$ cat src/rtl/lc3b_types.sv
// ---------------------------------------------------------------------------
// lc3b_types
// Shared LC-3b datapath types.
//   lc3b_word          : 16-bit machine word
//   lc3b_reg           : 3-bit architectural register index
//   lc3b_wb_entry      : one writeback request {dest, data}
//   WBQ_DEPTH_DEFAULT  : default writeback queue depth
// ---------------------------------------------------------------------------
package lc3b_types;

    localparam int WBQ_DEPTH_DEFAULT = 4;

    typedef logic [15:0] lc3b_word;
    typedef logic [2:0]  lc3b_reg;

    typedef struct packed {
        lc3b_reg  dest;
        lc3b_word data;
    } lc3b_wb_entry;

endpackage

$ cat src/rtl/wbq_onehot_dec.sv
// ---------------------------------------------------------------------------
// wbq_onehot_dec
// Register index to one-hot decoder, used to build the pending mask.
// Ports:
//   idx     in   $clog2(NREG)  register index
//   onehot  out  NREG          bit idx set, all others clear
// ---------------------------------------------------------------------------
module wbq_onehot_dec #(
    parameter int NREG = 8
) (
    input  logic [$clog2(NREG)-1:0] idx,
    output logic [NREG-1:0]         onehot
);

    assign onehot = {{(NREG-1){1'b0}}, 1'b1} << idx;

endmodule

$ cat src/rtl/regfile_wb_queue.sv
// ---------------------------------------------------------------------------
// regfile_wb_queue
// Writeback buffer in front of the LC-3b register file's single write port.
// Accepts requests from the memory-load path (fixed priority) and the ALU,
// queues them in acceptance order and drains one per granted cycle.
// Ports:
//   clk, rst_n                 clock, async active-low reset
//   alu_valid/ready/dest/data  ALU writeback handshake
//   mem_valid/ready/dest/data  memory-load writeback handshake
//   rf_grant                   regfile write port available this cycle
//   rf_load/dest/data          regfile write port drive (head entry)
//   pending                    bit r set while any queued entry targets r
//   count                      current occupancy (0..DEPTH)
// Optional (macro WBQ_FWD_EN):
//   fwd_src_a/b   in   register to look up
//   fwd_hit_a/b   out  youngest queued entry targets that register
//   fwd_data_a/b  out  that entry's data, 0 when no hit
// ---------------------------------------------------------------------------
module regfile_wb_queue
    import lc3b_types::*;
#(
    parameter int DEPTH  = WBQ_DEPTH_DEFAULT,
    parameter int DATA_W = 16,
    parameter int NREG   = 8
) (
    input  logic                       clk,
    input  logic                       rst_n,
    input  logic                       alu_valid,
    output logic                       alu_ready,
    input  logic [$clog2(NREG)-1:0]    alu_dest,
    input  logic [DATA_W-1:0]          alu_data,
    input  logic                       mem_valid,
    output logic                       mem_ready,
    input  logic [$clog2(NREG)-1:0]    mem_dest,
    input  logic [DATA_W-1:0]          mem_data,
    input  logic                       rf_grant,
    output logic                       rf_load,
    output logic [$clog2(NREG)-1:0]    rf_dest,
    output logic [DATA_W-1:0]          rf_data,
    output logic [NREG-1:0]            pending,
`ifdef WBQ_FWD_EN
    input  logic [$clog2(NREG)-1:0]    fwd_src_a,
    input  logic [$clog2(NREG)-1:0]    fwd_src_b,
    output logic                       fwd_hit_a,
    output logic                       fwd_hit_b,
    output logic [DATA_W-1:0]          fwd_data_a,
    output logic [DATA_W-1:0]          fwd_data_b,
`endif
    output logic [$clog2(DEPTH):0]     count
);

    localparam int PTR_W = $clog2(DEPTH);
    localparam int CNT_W = PTR_W + 1;
    localparam int REG_W = $clog2(NREG);

    logic [PTR_W-1:0]  rd_ptr;
    logic [PTR_W-1:0]  wr_ptr;
    logic [DEPTH-1:0]  valid_q;
    logic [REG_W-1:0]  dest_q [DEPTH];
    logic [DATA_W-1:0] data_q [DEPTH];
    logic [NREG-1:0]   dest_oh [DEPTH];

    logic              not_full;
    logic              push;
    logic              pop;
    logic [REG_W-1:0]  push_dest;
    logic [DATA_W-1:0] push_data;

    // Ready is a function of registered occupancy only, so a pop in the
    // same cycle never opens a slot early; it is also held low in reset.
    assign not_full  = (count < CNT_W'(DEPTH));
    assign mem_ready = rst_n && not_full;
    assign alu_ready = rst_n && not_full && !mem_valid;

    assign push      = (mem_valid && mem_ready) || (alu_valid && alu_ready);
    assign push_dest = mem_valid ? mem_dest : alu_dest;
    assign push_data = mem_valid ? mem_data : alu_data;

    assign rf_load = (count != '0) && rf_grant;
    assign pop     = rf_load;
    assign rf_dest = (count != '0) ? dest_q[rd_ptr] : '0;
    assign rf_data = (count != '0) ? data_q[rd_ptr] : '0;

    // Control state: pointers, occupancy and per-entry valids.
    always_ff @(posedge clk or negedge rst_n) begin
        if (!rst_n) begin
            rd_ptr  <= '0;
            wr_ptr  <= '0;
            count   <= '0;
            valid_q <= '0;
        end else begin
            if (push) begin
                wr_ptr          <= wr_ptr + 1'b1;
                valid_q[wr_ptr] <= 1'b1;
            end
            if (pop) begin
                rd_ptr          <= rd_ptr + 1'b1;
                valid_q[rd_ptr] <= 1'b0;
            end
            case ({push, pop})
                2'b10:   count <= count + 1'b1;
                2'b01:   count <= count - 1'b1;
                default: count <= count;
            endcase
        end
    end

    // Payload storage: no reset, occupancy is tracked by valid_q/count.
    always_ff @(posedge clk) begin
        if (push) begin
            dest_q[wr_ptr] <= push_dest;
            data_q[wr_ptr] <= push_data;
        end
    end

    for (genvar i = 0; i < DEPTH; i++) begin : g_dec
        wbq_onehot_dec #(.NREG(NREG)) u_dec (
            .idx    (dest_q[i]),
            .onehot (dest_oh[i])
        );
    end

    always_comb begin
        pending = '0;
        for (int i = 0; i < DEPTH; i++) begin
            if (valid_q[i]) begin
                pending = pending | dest_oh[i];
            end
        end
    end

`ifdef WBQ_FWD_EN
    // Walk from the head (oldest) toward the tail; later matches overwrite
    // earlier ones so the youngest matching entry wins.
    always_comb begin
        logic [PTR_W-1:0] idx;
        fwd_hit_a  = 1'b0;
        fwd_hit_b  = 1'b0;
        fwd_data_a = '0;
        fwd_data_b = '0;
        idx        = rd_ptr;
        for (int i = 0; i < DEPTH; i++) begin
            idx = rd_ptr + PTR_W'(i);
            if (valid_q[idx] && (dest_q[idx] == fwd_src_a)) begin
                fwd_hit_a  = 1'b1;
                fwd_data_a = data_q[idx];
            end
            if (valid_q[idx] && (dest_q[idx] == fwd_src_b)) begin
                fwd_hit_b  = 1'b1;
                fwd_data_b = data_q[idx];
            end
        end
    end
`endif

endmodule

$ cat config.mk
export PLATFORM = sky130hd
export DESIGN_NAME = regfile_wb_queue
export DESIGN_NICKNAME = d
export VERILOG_FILES = /design/src/rtl/lc3b_types.sv /design/src/rtl/wbq_onehot_dec.sv /design/src/rtl/regfile_wb_queue.sv
export SDC_FILE = /design/constraint.sdc
export NUM_CORES = 1
export LEC_CHECK = 0
export CAP_MARGIN = 20
export CORE_MARGIN = 2
export CORE_UTILIZATION = 56
export CTS_CLUSTER_DIAMETER = 120
export DETAILED_ROUTE_END_ITERATION = 7
export GPL_ROUTABILITY_DRIVEN = 0
export PLACE_DENSITY = 0.89
export SYNTH_ARGS = -nofsm -noshare
export SYNTH_HDL_FRONTEND = slang
export SYNTH_SLANG_ARGS = --single-unit
$ cat constraint.sdc
create_clock -name clk -period 8.5 [get_ports clk]
set_clock_uncertainty 0.15 [all_clocks]
set_input_delay 0.85 -clock clk [delete_from_list [all_inputs] [get_ports clk]]
set_output_delay 0.85 -clock clk [all_outputs]
set_load 0.05 [all_outputs]
== After elaboration in Yosys (flattened, before gate mapping) ==
Memories as Yosys holds them, arrays and structs flattened.
Cells that the tools add are included.

* Add/sub/neg operators: 4
* Order comparisons: 5
* Equal/unequal tests: 2
* Shift-type cells: 4
* Multiplexer cells: 17
* Bitwise gates (word level): 6
* Reduce and logical (&&, ||, !) cells: 11

{| class="wikitable"
|+ Operators by type and width
! cell !! count
|-
| $mux W16 || 2
|-
| $mux W8 || 4
|-
| $shl A1 B3 Y8 const A || 4
|-
| $or A8 B8 Y8 || 3
|-
| $mux W4 || 2
|-
| $logic_and A1 B1 Y1 || 7
|-
| $lt A2 B3 Y1 const B || 2
|-
| $mux W3 || 2
|-
| $pmux W3 S2 || 1
|-
| $add A2 B1 Y2 const B || 2
|-
| $and A4 B4 Y4 || 1
|-
| $demux W1 S2 || 2
|-
| $ge A2 B1 Y1 const B || 2
|-
| $mux W1 || 4
|-
| $not A4 Y4 || 1
|-
| $or A4 B4 Y4 || 1
|-
| $add A3 B1 Y3 const B || 1
|-
| $lt A3 B3 Y1 const B || 1
|-
| $reduce_bool A3 Y1 || 1
|-
| $sub A3 B1 Y3 const B || 1
|-
| $eq A2 B1 Y1 const B || 1
|-
| $eq A2 B2 Y1 const B || 1
|-
| $reduce_bool A2 Y1 || 1
|-
| $logic_not A1 Y1 || 1
|-
| $logic_or A1 B1 Y1 || 1
|}

* Bits in registers: 11
* Bits in writable memories: 76
* Input port bits: 43
* Memories kept: 2

{| class="wikitable"
|+ Memory list
! memory !! words !! width !! read ports !! clocked after memory_dff !! wr ports !! RTL line !! source
|-
| data_q || 4 || 16 || 1 || 0 || 1 || regfile_wb_queue.sv:60 || <nowiki>logic [DATA_W-1:0] data_q [DEPTH];</nowiki>
|-
| dest_q || 4 || 3 || 5 || 0 || 1 || regfile_wb_queue.sv:59 || <nowiki>logic [REG_W-1:0] dest_q [DEPTH];</nowiki>
|}

== Longest topological paths before layout ==
Gate-level depths: netlist (run 1).

* Depth after elaboration: 8
* Mapped depth: 9

== Hierarchy ==
From an unflattened synthesis (run 1), not the netlist that was laid out.

* Cell total of the unflattened synthesis: 255
* Area total of the unflattened synthesis: 4319.1 µm²

{| class="wikitable"
|+ By module, submodules not included
! module !! times used !! cells an instance !! area each (µm²) !! sequential area each (µm²)
|-
| regfile_wb_queue || 1 || 223 || 4058.9 || 2557.5
|-
| wbq_onehot_dec || 4 || 8 || 65.1 || 0.0
|}

== Least setup slack after synthesis (run 1) ==
OpenSTA, ideal clock, no wires.

* Path type: input to register
* Start: input mem_valid
* End: memory data_q[0][0], enable pin
* Library setup time: 426 ps
* Data arrival time: 2452 ps
* Path slack: 5473 ps
* Stages on the path: 2
* Buffers on the path: 0
* Cells stage by stage: nor2_1 -> nor3b_1

* Cells in the longest elaborated chain, start to end: 6

{| class="wikitable"
|+ RTL lines
! element !! RTL line !! source
|-
| start: declaration || regfile_wb_queue.sv:32 || <nowiki>input logic mem_valid,</nowiki>
|-
| $logic_not A1 Y1 || regfile_wb_queue.sv:73 || <nowiki>assign alu_ready = rst_n && not_full && !mem_valid;</nowiki>
|-
| $logic_and A1 B1 Y1 || regfile_wb_queue.sv:73 ||
|-
| $logic_and A1 B1 Y1 || regfile_wb_queue.sv:75 || <nowiki>assign push = (mem_valid && mem_ready) || (alu_valid && alu_ready);</nowiki>
|-
| $logic_or A1 B1 Y1 * || regfile_wb_queue.sv:75 ||
|-
| $mux W1 * || regfile_wb_queue.sv:110 || <nowiki>if (push) begin</nowiki>
|-
| $mux W1 (implied by the code) * || regfile_wb_queue.sv:112 || <nowiki>data_q[wr_ptr] <= push_data;</nowiki>
|-
| end: declaration || regfile_wb_queue.sv:60 ||
|}

Mark *: on every way between the ends. The rest lies on a longest branch, timed or not.

== Final worst setup path (run 1) ==
* Start: input mem_valid
* End: output alu_ready

* Cells in the longest elaborated chain, start to end: 2

{| class="wikitable"
|+ RTL lines
! element !! RTL line !! source
|-
| $logic_not A1 Y1 || regfile_wb_queue.sv:73 ||
|-
| $logic_and A1 B1 Y1 || regfile_wb_queue.sv:73 ||
|-
| end: declaration || regfile_wb_queue.sv:29 || <nowiki>output logic alu_ready,</nowiki>
|}

No other way between the ends.

==> results of run 1 <==
[state kept, by name, indices dropped and copies added, names as in the netlist]
register  flops
rd_ptr        2
dest_q       12
wr_ptr        2
count         3
valid_q       4
data_q       64
[path summary, 6_finish.rpt]
kind	to	slack, ns	cells past startpoint
setup / recovery	alu_ready	4.59	3
hold / removal	wr_ptr[1]	0.44	1
setup reg to reg	count[2]	5.57	9
hold reg to reg	wr_ptr[1]	0.44	1
max in group asynchronous	count[2]	7.11	1
min in group asynchronous	rd_ptr[1]	0.70	1
[area by class of cell]
| cell class | instances | area share |
|---|---|---|
| Clock buffer | 9 | 0.0234 |
| Sequential cell | 87 | 0.483 |
| Clock inverter | 6 | 0.0251 |
| Multi-Input combinational cell | 129 | 0.287 |
| Timing Repair Buffer | 81 | 0.150 |
| Tap cell | 99 | 0.0234 |
| Inverter | 11 | 0.00780 |
[cell families after synthesis]
family,share of synthesized area
DFF,0.614
and+or+nand+nor,0.116
muxes,0.163
buffers and inverters,0.0282
AOI/OAI and AO/OA,0.0372
adders and majority gates,0.0318
xor gates and xnor gates,0.0105
[metrics by stage]
stage               std cells  hold WS [ns]   util  setup slack (ns)
global route              422         0.453  0.734              4.46
global placement          407         0.400  0.698              4.59
finish                    422         0.437  0.734              4.59
floorplan                 236         0.362      -              5.47
CTS                       422         0.439  0.734              4.55
detailed placement        407         0.398  0.698              4.44
[power by group through the flow]
stage	sequential, mW	clock, mW	combinational [mW]
2_1_floorplan	0.606	0	0.700
3_3_place_gp	0.619	0	0.928
3_5_place_dp	0.624	0	0.949
4_1_cts	0.617	0.370	0.956
5_1_grt	0.625	0.387	0.996
6_report	0.616	0.365	0.949
[cells in the final DEF (no fill, tap or decap), types with 2 or more instances in the layout]
cell type and instances:
edfxtp_1 76, clkdlybuf4s50_1 75, mux4_2 19, nor2b_4 19, mux2_2 19, inv_1 11, dfrtp_1 11, ha_1 9
clkbuf_8 9, nand2b_1 8, nand2_1 7, o221ai_1 6, buf_4 6, o32a_1 4, nor2_1 4, nor3b_2 4
a2bb2oi_1 4, bufinv_16 4, a31oi_1 3, nor3_1 3, xnor2_1 3, nor2b_1 2, xor2_1 2
[critical path, cell delays in order]
cell	delay, ns
clkdlybuf4s50_1	0.96
nor2_1	0.27
clkdlybuf4s50_1	0.83
[per-layer routing]
metal / routed length [µm] / vias to the layer above / global-route usage
met5: 0 / - / 0
met4: 137 / 0 / 0.0808
met3: 460 / 12 / 0.0568
met2: 4630 / 99 / 0.403
met1: 3360 / 1193 / 0.266
li1: - / 1091 / -
==> results.tsv, run 1 <==
metric	value	unit
total global-route track usage	0.226	
Final min period	3.91	ns
Hold Path Class	reg2reg	
FFs w/ async S/R, synth	0.126	
layout cell share with drive strength beyond 1	0.260	
synthesis-stage register bit count	87	
status	finished, final reports clean	
total CTS buffers	9	
Primary FF master, synth	edfxtp_1	
fill count	430	
Synth Warn #	0	
WL final	8590	µm
Die Y	90.3	µm
crit path launch	mem_valid	
largest fanout on the critical path	21	
Clk pin slew, worst setup/hold paths	0.08	ns
Post-Syn Nets	289	
Internal	1.17	mW
clk sinks	87	
Die Wd	90.3	µm
CTS tree	built	
Nets	372	
Critical Path Start Type	input port	
Pins Over Slew Limit	0	
drt drc	0	
final hold vios	0	
vias in the first global route	2608	
initial antenna violation count	0	
arrival time at the worst endpoint	2.91	ns
largest net degree at the start of global routing	24	
Rel. slew slack	0.296	
Pre-antenna DRT Iters	4	
Synth Area per Inst	17.7	µm²
global-route wire length before repair	13600	µm
Worst-Margin Slew	1.05	ns
Comb power frac	0.491	
top post-synthesis cells by count	76 x edfxtp_1, 19 x mux2_2, 19 x mux4_2, 19 x nor2b_4	
Synth top area share	0.548	
hold_buf cts	0	
fraction of the yosys area taken by sequential cells	0.614	
Sequential Power Share	0.319	
Worst EP required	7.50	ns
Routed WL per cell	20.3	µm
clk root buf	clkbuf_8	
post-CTS sizing	0	
cell count after synthesis	236	
peak supply drop	269	µV
final setup TNS	0	ns
register area	2560	µm²
Crit Path Class	in2out	
total congestion overflow	0	
DRT iter0 DRCs	180	
Via density	5.68	
CTS max path bufs	2	
total number of vias	2395	
Setup Buffers After CTS	0	
largest area contributor in the netlist	edfxtp_1	
Tcrit/Tclk final	0.460	
post-synthesis cell area	4170	µm²
Design Area, Final	5290	µm²
max_cap viols	0	
Multi-input gate area	1520	µm²
top post-synthesis cells by area	edfxtp_1 55%, mux4_2 10%, dfrtp_1 6.6%	
H-tree Lvls	3	
Hold Startpoint	wr_ptr[1]	
clock power share	0.189	
I/O pin total	76	
Switching Power	0.758	mW
Core Footprint	7210	µm²
reg2reg start	count[0]	
RSZ-0062 raised after global routing	false	
final setup fails	0	
Tot Pwr	1.93	mW
Initial Util	0.578	
Sw Ratio	0.393	
EDFF count, synth	76	
cell with the most instances after synthesis	edfxtp_1	
PwrDens	365	nW/µm²
Yosys cell types	34	
total leakage power	1.91	nW
Antenna Cells	0	
Final ANT Viol Nets	0	
fmax	256	MHz
row count	31	
Cell Area, Placed	5040	µm²
die area	8150	µm²
Post-DP HPWL	5740	µm
CP endpoint kind	output port	
Skew-Pair Late Insertion Delay	0.36	ns
IO buf count	75	
Area Overhead vs Synth	27.0	%
Note: power is estimated with default switching activity, not from simulation.
==> run 2, diff against run 1 <==
Settings changed: CORE_UTILIZATION 56 to 52, PLACE_DENSITY 0.89 to 0.83.
Clock period 8.5 ns to 3.7 ns, I/O delays scaled along.
==> run 2 against run 1 <==
  * Global-route usage shrank 3.9 points
  * Routed wire length shrank 8.8%
  * Critical path depth grew 1
  * Flip-flop and latch count is the same
  * Clock power grew 57%
  * Critical path type is now reg2out
  * Critical endpoint is now rf_data[6]
==> results.tsv, run 2 (synthesized netlist as in run 1, its figures left out) <==
metric	value	unit	change
Crit Path Class	reg2out		
initial antenna violation count	0		unchanged
fill count	514		+20%
final setup fails	0		unchanged
die area	8750	µm²	+7.3%
final setup TNS	0	ns	unchanged
Routed WL per cell	18.2	µm	-10%
Worst-Margin Slew	0.760	ns	-0.292 ns
largest fanout on the critical path	22		+4.8%
Area Overhead vs Synth	25.6	%	
crit path launch	rd_ptr[0]		
total CTS buffers	9		unchanged
fmax	330	MHz	
clk sinks	87		unchanged
Hold Path Class	in2async		
layout cell share with drive strength beyond 1	0.269		+0.00905
peak supply drop	493	µV	+83%
Setup Buffers After CTS	0		unchanged
CP endpoint kind	output port		
register bank with the most flops	data_q		
hold_buf cts	0		unchanged
R2R cell count	8		-1
WL final	7830	µm	-8.8%
global-route wire length before repair	12200	µm	-10%
register area	2560	µm²	unchanged
Die Y	93.5	µm	+3.6%
max_cap viols	0		unchanged
Tcrit/Tclk final	0.818		
hold_ws	0.171	ns	-0.266 ns
Final ANT Viol Nets	0		unchanged
CTS tree	built		
status	finished, final reports clean		
PwrDens	790	nW/µm²	+120%
Multi-input gate area	1520	µm²	unchanged
IO buf count	75		unchanged
Nets	375		+0.81%
total global-route track usage	0.187		-0.0385
GR peak layer	met2		
total number of vias	2388		-0.29%
Clk pin slew, worst setup/hold paths	0.08	ns	about the same
met3 GRT Util	0.0355		-0.0213
Final min period	3.03	ns	
Post-DP HPWL	5400	µm	-6.0%
arrival time at the worst endpoint	2.51	ns	-0.40 ns
Setup crit end	rf_data[6]		
reg2reg start	count[0]		
Die Wd	93.5	µm	+3.6%
commonest non-fill, non-tap cells in the layout	76 x edfxtp_1, 75 x clkdlybuf4s50_1, 19 x mux4_2, 19 x nor2b_4, 19 x mux2_2		
vias in the first global route	2455		-5.9%
Antenna Cells	0		unchanged
R2R setup slack	1.29	ns	-4.28 ns
DRT iter0 DRCs	214		+19%
RSZ-0062 raised after global routing	false		
Worst EP required	3.18	ns	-4.32 ns
met2 usage	0.317		-0.0863
Pre-antenna DRT Iters	4		unchanged
Critical Path Start Type	register		
Pins Over Slew Limit	0		unchanged
post-CTS sizing	0		unchanged
total leakage power	1.88	nW	-1.8%
largest net degree at the start of global routing	24		unchanged
Critical R2R Capture	count[2]		
most common cell after layout, fill and taps aside	edfxtp_1		
GRT met1 Usage	0.246		-0.0206
drt drc	0		unchanged
I/O pin total	76		unchanged
Rel. slew slack	0.491		+0.195
Via density	5.57		-1.9%
largest registers	data_q: 64 flops, dest_q: 12 flops, valid_q: 4 flops		
CTS max path bufs	2		unchanged
row count	32		+3.2%
H-tree Lvls	3		unchanged
max reg flops	64		unchanged
clk root buf	clkbuf_8		
total congestion overflow	0		unchanged
final hold vios	0		unchanged
Skew-Pair Late Insertion Delay	0.35	ns	about the same
Core Footprint	7730	µm²	+7.1%
Initial Util	0.539		-0.0384
run 2: cell count changes in the layout (fill, tap and decap cells not counted):
cell and change:
bufinv_16 -4, buf_4 +3, clkinvlp_4 +3, clkinv_2 +1, clkinv_4 +1
run 2: worst min path at each step:
stage / to / start / slack [ns] / cells past startpoint
2_1_floorplan: count[0] / rst_n / -0.08 / 0
3_5_place_dp: wr_ptr[1] / wr_ptr[1] / 0.41 / 1
5_1_grt: wr_ptr[1] / rst_n / 0.19 / 2
6_report: wr_ptr[1] / rst_n / 0.17 / 2
3_3_place_gp: wr_ptr[1] / wr_ptr[1] / 0.38 / 1
4_1_cts: wr_ptr[1] / rst_n / 0.17 / 2
run 2: worst max-delay path, cell delays in order (launching register included):
cell and delay [ns]:
dfrtp_1 0.34, buf_4 0.38, mux4_2 0.57, nor2b_4 0.15
clkdlybuf4s50_1 0.72
run 2: area by class of cell:
type	instances	area share
Tap cell	102	0.0244
Clock inverter	7	0.00932
Multi-Input combinational cell	129	0.290
Timing Repair Buffer	84	0.156
Clock buffer	9	0.0237
Sequential cell	87	0.488
Inverter	11	0.00789
run 2: per-stage QoR:
step / power [mW] / std cells / setup WS, ns / cell area, µm² / util
CTS: 4.17 / 429 / 0.637 / 5240 / 0.678
floorplan: 3.00 / 236 / 0.770 / 4170 / -
detailed placement: 3.60 / 413 / 0.893 / 5060 / 0.655
global placement: 3.57 / 413 / 0.869 / 5060 / 0.655
global route: 4.33 / 429 / 0.563 / 5240 / 0.678
finish: 4.14 / 429 / 0.674 / 5240 / 0.678
run 2: metal layers:
layer  vias to the layer above  wire, µm
li1                       1094         -
met1                      1195      3320
met2                        91      3990
met3                         8       438
met4                         0        80
met5                         -         0
run 2: power by group:
| part | total, mW | internal, mW | switching (mW) |
|---|---|---|---|
| logic | 2.24 | 0.944 | 1.29 |
| registers | 1.33 | 1.24 | 0.0912 |
| clock network | 0.572 | 0.243 | 0.329 |
==> run 3, diff against run 2 <==
Settings changed: CORE_UTILIZATION 52 to 47, PLACE_DENSITY 0.83 to 0.8.
Clock period 3.7 ns to 2.5 ns, I/O delays scaled along.
==> run 3 against run 2 <==
  * Utilization shrank 7.1 points
  * Combinational power grew 46%
  * Largest power group unchanged
  * Non-clock buffer count grew 5
  * Sequential power grew 48%
  * Die area grew 10%
  * Via count grew 0.96%
  * Flip-flop and latch count is the same
  * Sequential share of layout area shrank 0.30 points
  * Register-to-register slack lost 0.92 ns
==> results.tsv, run 3 (synthesized netlist as in run 1, its figures left out) <==
metric	value	unit	change
arrival time at the worst endpoint	1.94	ns	-0.57 ns
Crit Path Class	reg2out		
total CTS buffers	9		unchanged
Final min period	2.34	ns	
Nets	380		+1.3%
die area	9640	µm²	+10%
initial antenna violation count	0		unchanged
IO buf count	75		unchanged
Die Wd	98.2	µm	+5.0%
I/O pin total	76		unchanged
CP endpoint kind	output port		
peak supply drop	714	µV	+45%
CTS max path bufs	2		unchanged
R2R cell count	9		+1
Setup Buffers After CTS	0		unchanged
total congestion overflow	0		unchanged
clk root buf	clkbuf_8		
layout cell share with drive strength beyond 1	0.352		+0.0833
Clk pin slew, worst setup/hold paths	0.08	ns	about the same
Layout Cells excl Fill	440		+2.6%
Post-Place Cells	424		+2.7%
drt drc	0		unchanged
Post-DP HPWL	5470	µm	+1.3%
Max stage delay on crit path	0.51	ns	-0.21 ns
largest registers	data_q: 64 flops, dest_q: 12 flops, valid_q: 4 flops		
Initial Util	0.480		-0.0591
crit path cell chain	nand2_1, nor3_1, or4_1, dlygate4sd2_1		
reg2reg start	count[2]		
clk sinks	87		unchanged
Core Footprint	8680	µm²	+12%
Final ANT Viol Nets	0		unchanged
H-tree Lvls	3		unchanged
Pre-antenna DRT Iters	4		unchanged
total number of vias	2411		+0.96%
largest fanout on the critical path	6		-73%
RSZ-0062 raised after global routing	false		
Area Overhead vs Synth	26.4	%	
max_cap viols	0		unchanged
Tot Pwr	6.22	mW	+50%
total global-route track usage	0.170		-0.0177
Via density	5.48		-1.6%
Hold Path Class	in2async		
global-route wire length before repair	12500	µm	+2.6%
final hold vios	0		unchanged
R2R setup slack	0.37	ns	-0.92 ns
CTS tree	built		
Routed WL per cell	18.1	µm	-1.0%
commonest non-fill, non-tap cells in the layout	76 x edfxtp_1, 45 x clkdlybuf4s50_1, 36 x buf_4		
total leakage power	1.98	nW	+5.5%
vias in the first global route	2436		-0.77%
row count	34		+6.3%
fill count	649		+26%
Critical R2R Capture	count[2]		
Worst-Margin Slew	0.579	ns	-0.182 ns
status	finished, final reports clean		
Die Y	98.2	µm	+5.0%
register bank with the most flops	data_q		
crit path launch	dest_q[1][2]		
WL final	7950	µm	+1.5%
Worst EP required	2.10	ns	-1.08 ns
Rel. slew slack	0.614		+0.123
final setup fails	0		unchanged
Critical Path Start Type	register		
DRT iter0 DRCs	149		-30%
max reg flops	64		unchanged
Tcrit/Tclk final	0.934		
Antenna Cells	0		unchanged
Skew-Pair Late Insertion Delay	0.35	ns	about the same
slowest cell on the critical path	or4_1		
most common cell after layout, fill and taps aside	edfxtp_1		
PwrDens	1180	nW/µm²	+49%
Pins Over Slew Limit	0		unchanged
fmax	428	MHz	
largest net degree at the start of global routing	21		-13%
-- run 3: changes by cell type in the layout (fill, tap and decap cells not counted), sizes merged --
cell,previous run,this run
buf,9,38
clkdlybuf4s50,75,45
inv,12,13
dlygate4sd2,0,6
clkinvlp,3,1
bufinv,0,1
-- run 3: repair_timing --
action	4_1_cts	5_1_grt
endpoints found under the setup margin	6	0
hold buffers	0	0
gates resized for setup	6	0
-- run 3: final cells by class --
cell class                 count  area, µm²  area share
timing repair buffer          89        813       0.154
tap                          108        135      0.0256
inverter                      11       41.3     0.00784
multi-input combinational    129       1520       0.288
sequential                    87       2560       0.485
clock buffer                   9        124      0.0235
clock inverter                 7       78.8      0.0150
-- run 3: how the worst max path moves through the flow --
stage | cells after the start | slack, ns | to
global route | 4 | 0.07 | pending[4]
finish | 4 | 0.16 | pending[4]
detailed placement | 10 | 0.22 | count[2]
global placement | 4 | 0.27 | pending[4]
CTS | 4 | 0.14 | rf_data[12]
floorplan | 2 | -0.43 | data_q[0][0]
-- run 3: critical path, delay by kind of cell, from the launching register on --
kind | cells | cell delay, ns
buffers and inverters | 1 | 0.44
AND/OR/NAND/NOR | 3 | 0.69
flip-flops | 1 | 0.46
-- run 3: metrics by stage --
stage | cell area [µm²] | util | setup slack [ns] | hold slack (ns) | setup TNS, ns
final | 5270 | 0.607 | 0.164 | 0.140 | 0
after global routing | 5270 | 0.607 | 0.0732 | 0.148 | 0
after CTS | 5270 | 0.607 | 0.135 | 0.136 | 0
after detailed placement | 5070 | 0.585 | 0.223 | 0.407 | 0
after global placement | 5070 | 0.585 | 0.270 | 0.399 | 0
after floorplan | 4170 | - | -0.430 | -0.196 | -33.76
-- run 3: report_power, final --
| group | switching [mW] | internal, mW |
|---|---|---|
| logic | 1.93 | 1.34 |
| clock network | 0.501 | 0.472 |
| registers | 0.141 | 1.83 |
-- run 3: per-layer routing --
layer / vias to the layer above / global-route usage / wire length (µm)
met2: 85 / 0.268 / 3800
met4: 0 / 0.0706 / 112
met1: 1206 / 0.236 / 3670
met3: 12 / 0.0293 / 370
met5: - / 0 / 0
li1: 1108 / - / -
